File: src/rtl/lsu.sv
// Load/store unit: takes one access from execute, runs it over the
// memory valid/ready channel, and returns aligned/extended load data.
// One access in flight; misaligned or illegal accesses fault without
// touching memory.
module lsu #(
   parameter int ADDR_W = 32
) (
   input  logic              clk,
   input  logic              rst_n,
   input  logic              in_valid,
   output logic              in_ready,
   input  logic              in_wen,
   input  logic [2:0]        in_funct3,
   input  logic [ADDR_W-1:0] in_addr,
   input  logic [31:0]       in_wdata,
   output logic              mem_req_valid,
   input  logic              mem_req_ready,
   output logic              mem_req_wen,
   output logic [ADDR_W-1:0] mem_req_addr,
   output logic [31:0]       mem_req_wdata,
   output logic [3:0]        mem_req_wmask,
   input  logic              mem_resp_valid,
   input  logic [31:0]       mem_resp_rdata,
   output logic              out_valid,
   input  logic              out_ready,
   output logic [31:0]       out_rdata,
   output logic              out_fault
);

   typedef enum logic [1:0] {IDLE, REQ, RESP, DONE} state_t;

   state_t              state_q, state_d;
   logic                wen_q, wen_d;
   logic [2:0]          funct3_q, funct3_d;
   logic [1:0]          off_q, off_d;
   logic [ADDR_W-1:0]   req_addr_q, req_addr_d;
   logic [31:0]         req_wdata_q, req_wdata_d;
   logic [3:0]          req_wmask_q, req_wmask_d;
   logic [31:0]         rdata_q, rdata_d;
   logic                fault_q, fault_d;
   logic                accept;

   // Illegal size codes, unsigned stores, and unaligned halves/words fault.
   function automatic logic is_fault(input logic wen, input logic [2:0] f3,
                                     input logic [1:0] lo);
      logic bad;
      case (f3)
         3'b000:  bad = 1'b0;
         3'b100:  bad = wen;
         3'b001:  bad = lo[0];
         3'b101:  bad = wen | lo[0];
         3'b010:  bad = |lo;
         default: bad = 1'b1;
      endcase
      return bad;
   endfunction

   // Byte enables for a store of the given size at the given lane.
   function automatic logic [3:0] store_mask(input logic [2:0] f3, input logic [1:0] off);
      logic [3:0] m;
      case (f3[1:0])
         2'b00:   m = 4'b0001 << off;
         2'b01:   m = 4'b0011 << off;
         default: m = 4'b1111;
      endcase
      return m;
   endfunction

   // Shift the addressed lane down to bit 0, then sign/zero extend.
   function automatic logic [31:0] load_format(input logic [2:0] f3, input logic [1:0] off,
                                               input logic [31:0] word);
      logic [31:0] lane;
      logic [31:0] r;
      lane = word >> {off, 3'b000};
      case (f3)
         3'b000:  r = {{24{lane[7]}}, lane[7:0]};
         3'b100:  r = {24'd0, lane[7:0]};
         3'b001:  r = {{16{lane[15]}}, lane[15:0]};
         3'b101:  r = {16'd0, lane[15:0]};
         default: r = lane;
      endcase
      return r;
   endfunction

   assign accept = in_valid && (state_q == IDLE);

   // State and datapath registers; reset clears everything visible on the ports.
   always_ff @(posedge clk) begin
      if (!rst_n) begin
         state_q     <= IDLE;
         wen_q       <= 1'b0;
         funct3_q    <= 3'd0;
         off_q       <= 2'd0;
         req_addr_q  <= '0;
         req_wdata_q <= 32'd0;
         req_wmask_q <= 4'd0;
         rdata_q     <= 32'd0;
         fault_q     <= 1'b0;
      end else begin
         state_q     <= state_d;
         wen_q       <= wen_d;
         funct3_q    <= funct3_d;
         off_q       <= off_d;
         req_addr_q  <= req_addr_d;
         req_wdata_q <= req_wdata_d;
         req_wmask_q <= req_wmask_d;
         rdata_q     <= rdata_d;
         fault_q     <= fault_d;
      end
   end

   // Next-state: faults skip memory entirely and go straight to DONE.
   always_comb begin
      state_d = state_q;
      case (state_q)
         IDLE: if (accept) state_d = is_fault(in_wen, in_funct3, in_addr[1:0]) ? DONE : REQ;
         REQ:  if (mem_req_ready) state_d = RESP;
         RESP: if (mem_resp_valid) state_d = DONE;
         DONE: if (out_ready) state_d = IDLE;
         default: state_d = IDLE;
      endcase
   end

   // Latch and format the access on accept; capture load data on response.
   always_comb begin
      wen_d       = wen_q;
      funct3_d    = funct3_q;
      off_d       = off_q;
      req_addr_d  = req_addr_q;
      req_wdata_d = req_wdata_q;
      req_wmask_d = req_wmask_q;
      rdata_d     = rdata_q;
      fault_d     = fault_q;
      if (accept) begin
         wen_d       = in_wen;
         funct3_d    = in_funct3;
         off_d       = in_addr[1:0];
         req_addr_d  = {in_addr[ADDR_W-1:2], 2'b00};
         req_wdata_d = in_wen ? (in_wdata << {in_addr[1:0], 3'b000}) : 32'd0;
         req_wmask_d = in_wen ? store_mask(in_funct3, in_addr[1:0]) : 4'd0;
         rdata_d     = 32'd0;
         fault_d     = is_fault(in_wen, in_funct3, in_addr[1:0]);
      end else if (state_q == RESP && mem_resp_valid && !wen_q) begin
         rdata_d = load_format(funct3_q, off_q, mem_resp_rdata);
      end
   end

   // Port outputs; in_ready is held low while reset is asserted.
   always_comb begin
      in_ready      = rst_n && (state_q == IDLE);
      mem_req_valid = (state_q == REQ);
      mem_req_wen   = wen_q;
      mem_req_addr  = req_addr_q;
      mem_req_wdata = req_wdata_q;
      mem_req_wmask = req_wmask_q;
      out_valid     = (state_q == DONE);
      out_rdata     = rdata_q;
      out_fault     = fault_q;
   end

endmodule

File: config.mk
export PLATFORM = sky130hd
export DESIGN_NAME = lsu
export DESIGN_NICKNAME = d
export VERILOG_FILES = /design/src/rtl/lsu.sv
export SDC_FILE = /design/constraint.sdc
export NUM_CORES = 1
export LEC_CHECK = 0
export BUFFER_PORTS_ARGS = -buffer_cell sky130_fd_sc_hd__buf_2
export CORE_MARGIN = 1.5
export CORE_UTILIZATION = 42
export DETAILED_ROUTE_END_ITERATION = 7
export PLACE_DENSITY = 0.8
export SYNTH_ARGS = -nofsm -noshare
export SYNTH_HDL_FRONTEND = slang
export SYNTH_SLANG_ARGS = --single-unit
File: constraint.sdc
create_clock -name clk -period 1.8 [get_ports clk]
set_input_delay 0.09 -clock clk [delete_from_list [all_inputs] [get_ports clk]]
set_output_delay 0.09 -clock clk [all_outputs]
set_load 0.005 [all_outputs]
==> flow_summary.yaml, run 1 <==
run_status:
  status: "finished clean"
grt:
  met1_usage_pct: 27.4
  grt_pass1_wl_um: 22200
  antenna_found_initial: 0
  gr-total-overflow: 0
  gr-max-usage-layer: "met2"
  grt_usage_pct: 24.5
  grt_max_degree: 44
  grt_use_met2_pct: 42.7
  grt_use_met3_pct: 6.54
  grt_pass1_vias: 4587
layout:
  final_common_cell: "buf_2"
  layout_common_cells: "buf_2 (208), dfxtp_1 (107), nand2_1 (68)"
  drive_above_1_share_pct: 37.8
  insertedDiodeCount: 0
  postLayoutCoreUtil_pct: 61.0
  area.growth.synth_to_final_pct: 42.2
  layout.nets: 850
  stdcell_count: 884
placed_design:
  pre_cts_slack_ns: 0.0592
  gp_congestion: 0.912
  post-dp-hpwl_um: 10300
  port_buffers: 208
  dp.cells: 819
cts:
  clock-sinks: 107
  cts_buffer_depth: 2
  cts_tree: "done"
  clock_latency_ns: 0.37
  cts_made_buffers: 9
  cts_setup_buffers: 0
  htree_levels: 3
  cts-root-buf: "clkbuf_8"
  clk_pin_slew_worst_paths_ns: 0.11
yosys:
  ys_async_sr_fraction_pct: 0
  synth.distinct_cells: 42
  synthMuxAreaShare_pct: 11.4
  synthFlopType: "dfxtp_1"
  synth_area_leaders: "dfxtp_1 (47%), a22o_1 (9.5%), mux2i_1 (7.0%)"
  synth-edff-count: 0
  post_synth_fa_ha_maj_area_fraction_pct: 1.36
  yosysSeqAreaShare_pct: 46.5
  synth_compound_area_share_pct: 25.8
  yosys.area_share.simple_pct: 10.4
  synth_largest_area_cell: "dfxtp_1"
  synth_top_family_by_area: "compound AO/OA/AOI/OAI gates"
  synth_top_cell_area_share_pct: 46.5
  syn_inst: 492
  synthXorXnorAreaFrac_pct: 0
  ys_warn_count: 0
  syn_avg_cell_area_um2: 9.36
  syn_area_um2: 4610
  synth_seq_cells: 107
timing:
  slew_viol_final: 0
  max_slew.worst_pin.slew_ns: 0.662
  finalSetupViolCount: 0
  clock.fmax_mhz: 594
  hold_viol_final: 0
  slew_headroom_pct: 55.7
  layout_worst_path_cycle_share_pct: 93.5
  post-route-min-period_ns: 1.68
  skew_ns: 0.0167
  fin_ws_ns: 0.116
power_and_ir_drop:
  cellPowerDensity_nw_per_um2: 1010
  ir_worst_vdd_mv: 0.567
  leakage_nw: 3.07
worst_setup_path:
  worst_setup_path_start_kind: "register"
  cpPeakStageDelay_ns: 0.49
  end_kind: "register"
  cp.buffers_inverters: 1
  path_cells: "buf_4 -> mux2_2 -> o211ai_1 -> a21oi_1"
  path_max_fanout: 21
  crit_arrival_ns: 1.93
  path_delay_family: "flip-flops"
  crit_type: "reg2reg"
  crit_slowest_cell: "dfxtp_1"
  worstPathRequired_ns: 2.05
route:
  vias_per_cell: 5.35
  routed_wl_um: 14600
  drt-wirelength-per-cell_um: 16.5
  vias: 4727
  drt_first_pass_iters: 5
  drcViolationCount: 0
  antenna_left: 0
  drt_iter0_drc: 314
floorplan:
  row_count: 38
  die_y_um: 108
  die_area_um2: 11600
  start_util_pct: 42.9
  ioPinCount: 211
  fp.dieW_um: 108
  core_area_um2: 10700
job:
  maxCapViolations: 0
min_path:
  hp-class: "in2reg"
[path summary, 6_finish.rpt]
path | start | to | slack, ns | cells past startpoint
max | off_q[0] | out_rdata[0] | 0.12 | 4
min | in_funct3[0] | funct3_q[0] | 0.03 | 2
min reg2reg | mem_req_wdata[18] | mem_req_wdata[18] | 0.46 | 2
max reg2reg | off_q[0] | out_rdata[0] | 0.12 | 4
[registers in the layout (all words and copies together), names as in the netlist]
register and count:
state_q 2, mem_req_wmask 4, mem_req_wen 1, off_q 2
funct3_q 3, mem_req_addr 30, out_rdata 32, out_fault 1
mem_req_wdata 32
[what timing repair did]
item / 4_1_cts / 5_1_grt
endpoints found under the setup margin: 0 / 35
resized for setup: 0 / 5
endpoints found under the hold margin: 52 / 0
hold buffers: 49 / 0
[cell type report]
cell class | count | area, um^2
fill | 952 | 4190
clock inverter | 6 | 70.1
clock buffer | 10 | 138
sequential | 107 | 2140
timing repair buffer | 275 | 1720
multi-input combinational | 341 | 2290
tap | 140 | 175
inverter | 5 | 18.8
[stage by stage]
stage | TNS [ns] | hold slack, ns | instance area [um^2] | total power [mW]
6_report | 0 | 0.0252 | 6550 | 6.59
5_1_grt | -0.000985 | 0.0194 | 6550 | 6.96
4_1_cts | 0 | 0.00349 | 6520 | 6.57
3_5_place_dp | 0 | 0.305 | 5820 | 4.94
3_3_place_gp | 0 | 0.302 | 5820 | 4.87
2_1_floorplan | 0 | 0.215 | 4610 | 4.13
[cells in the mapped netlist (all sizes together) (7+ instances only)]
| master | number |
|---|---|
| mux2i | 32 |
| o2bb2ai | 7 |
| dfxtp | 107 |
| nor2 | 23 |
| clkbuf | 21 |
| o211ai | 8 |
| a22o | 51 |
| mux2 | 16 |
| o21ai | 46 |
| nand2 | 68 |
| nor2b | 7 |
| a21oi | 52 |
| buf | 19 |
[power by group]
part,total (mW),internal (mW),leakage (nW),switching (mW)
Combinational,2.13,0.991,2.09,1.14
Clock,1.55,0.698,0.108,0.852
Sequential,2.91,2.70,0.871,0.207
[kinds of logic after synthesis]
group | Yosys count
fa+ha+maj | 5
mux | 49
buf+inv | 45
flops | 107
simple gates | 112
compound gates | 173
other cells | 1
[layer usage]
metal,vias up,wire [um],part of all wire [%]
met5,-,0,0
met4,0,517,3.6
met3,37,1280,8.8
met2,251,7220,50
met1,2182,5540,38
li1,2257,-,-
No activity file was read; power rests on OpenSTA's default activity.
==> inputs of run 2 (changes only) <==
--- a/config.mk
+++ b/config.mk
@@ -10,6 +10,7 @@
 export CORE_UTILIZATION = 42
 export DETAILED_ROUTE_END_ITERATION = 7
 export PLACE_DENSITY = 0.8
+export SETUP_SLACK_MARGIN = 0.2
 export SYNTH_ARGS = -nofsm -noshare
 export SYNTH_HDL_FRONTEND = slang
 export SYNTH_SLANG_ARGS = --single-unit
==> run 2 against run 1 <==
  * Maximum frequency grew 11%
  * Critical path type unchanged
  * Largest cell class unchanged
  * Critical path depth grew 3
  * Sequential share of layout area is essentially flat
  * Highest routed layer unchanged
==> flow_summary.yaml, run 2 (synthesized netlist as in run 1, its figures left out) <==
floorplan:
  die_y_um: 108
  core_area_um2: 10700
  start_util_pct: 42.9
  row_count: 38
  die_area_um2: 11600
  fp.dieW_um: 108
  ioPinCount: 211
grt:
  grt_pass1_vias: 4644
  grt_max_degree: 39
  grt_usage_pct: 25.0
  antenna_found_initial: 0
  gr-total-overflow: 0
  grt_pass1_wl_um: 22600
route:
  drt_first_pass_iters: 4
  vias_per_cell: 5.36
  drt_iter0_drc: 354
  drcViolationCount: 0
  antenna_left: 0
  vias: 4725
  routed_wl_um: 14600
  drt-wirelength-per-cell_um: 16.6
timing:
  finalSetupViolCount: 0
  slew_viol_final: 0
  clock.fmax_mhz: 658
  setup_tns_ns: 0
  layout_worst_path_cycle_share_pct: 84.4
  hold_viol_final: 0
  whs_ns: 0.0137
  skew_ns: 0.0140
  fin_ws_ns: 0.281
  max_slew.worst_pin.slew_ns: 0.816
  slew_headroom_pct: 45.6
  post-route-min-period_ns: 1.52
  rsz0062_at_grt: "false"
layout:
  drive_above_1_share_pct: 39.4
  postLayoutCoreUtil_pct: 61.3
  final_common_cell: "buf_2"
  layout.nets: 847
  area.growth.synth_to_final_pct: 43.1
  final_cell_area_um2: 6590
  stdcell_count: 881
  insertedDiodeCount: 0
  layout_common_cells: "buf_2 (208), dfxtp_1 (103), nand2_1 (67)"
power_and_ir_drop:
  leakage_nw: 3.06
  cellPowerDensity_nw_per_um2: 1000
  ir_worst_vdd_mv: 0.450
  finalPower_mw: 6.59
cts:
  cts_made_buffers: 9
  clock_latency_ns: 0.37
  clk_pin_slew_worst_paths_ns: 0.10
  cts-root-buf: "clkbuf_8"
  htree_levels: 3
  clock-sinks: 107
  cts_tree: "done"
  cts_buffer_depth: 2
placed_design:
  pre_cts_slack_ns: 0.0666
  gp_congestion: 0.921
  place_area_um2: 5810
  post-dp-hpwl_um: 10400
  dp.cells: 815
  port_buffers: 208
job:
  maxCapViolations: 0
worst_setup_path:
  crit_arrival_ns: 1.78
  path_max_fanout: 20
  worstPathRequired_ns: 2.06
  end_kind: "register"
  crit_type: "reg2reg"
  worst_setup_path_start_kind: "register"
run_status:
  status: "finished clean"
min_path:
  hp-class: "in2reg"
[run 2: cell count changes in the layout (fill, tap and decap cells not counted), moves of 2 or more]
cell	previous run	this run
dfxtp_4	0	2
clkinvlp_4	0	2
nor2b_1	7	5
inv_2	0	2
dfxtp_2	0	2
dfxtp_1	107	103
dlygate4sd3_1	49	47
buf_12	4	6
inv_1	5	3
buf_4	14	9
nor2b_2	0	2
[run 2: per-layer routing]
layer	vias to the layer above	track usage (%)	part of all wire (%)
li1	2245	-	-
met1	2225	29.0	40
met2	218	43.6	50
met3	37	5.75	6.7
met4	0	11.6	3.3
met5	-	0	0
[run 2: where the power goes]
group          internal, mW  total, mW  leakage (nW)  switching, mW
Sequential             2.72       2.94         0.873          0.218
Combinational          1.09       2.27          2.10           1.18
Clock                 0.551       1.39        0.0893          0.838
[run 2: worst max-delay path: stages, from the launching register on]
cell	delay, ns
dfxtp_4	0.37
inv_2	0.10
ha_4	0.16
nand2_1	0.08
and2_4	0.20
buf_12	0.13
buf_16	0.15
a22o_1	0.23
[run 2: timing repair]
action                                  CTS  global route
buffers inserted                          1             1
resized for setup                        10            14
cloned                                    1             0
endpoints found under the hold margin    47             0
endpoints found under the setup margin   43            85
pin swaps                                 2             1
hold buffers                             47             0
[run 2: worst paths after layout]
kind / from / end / slack (ns) / depth (start not counted)
worst min register to register: mem_req_wdata[23] / mem_req_wdata[23] / 0.46 / 2
worst min-delay path: in_funct3[0] / funct3_q[0] / 0.01 / 2
worst max-delay path: state_q[0] / off_q[0] / 0.28 / 7
worst max register to register: state_q[0] / off_q[0] / 0.28 / 7
[run 2: cell type report]
| cell class | instances | area [um^2] |
|---|---|---|
| multi-input combinational | 341 | 2320 |
| clock inverter | 6 | 46.3 |
| tap | 140 | 175 |
| fill | 953 | 4160 |
| sequential | 107 | 2150 |
| clock buffer | 10 | 138 |
| inverter | 5 | 18.8 |
| timing repair buffer | 272 | 1740 |
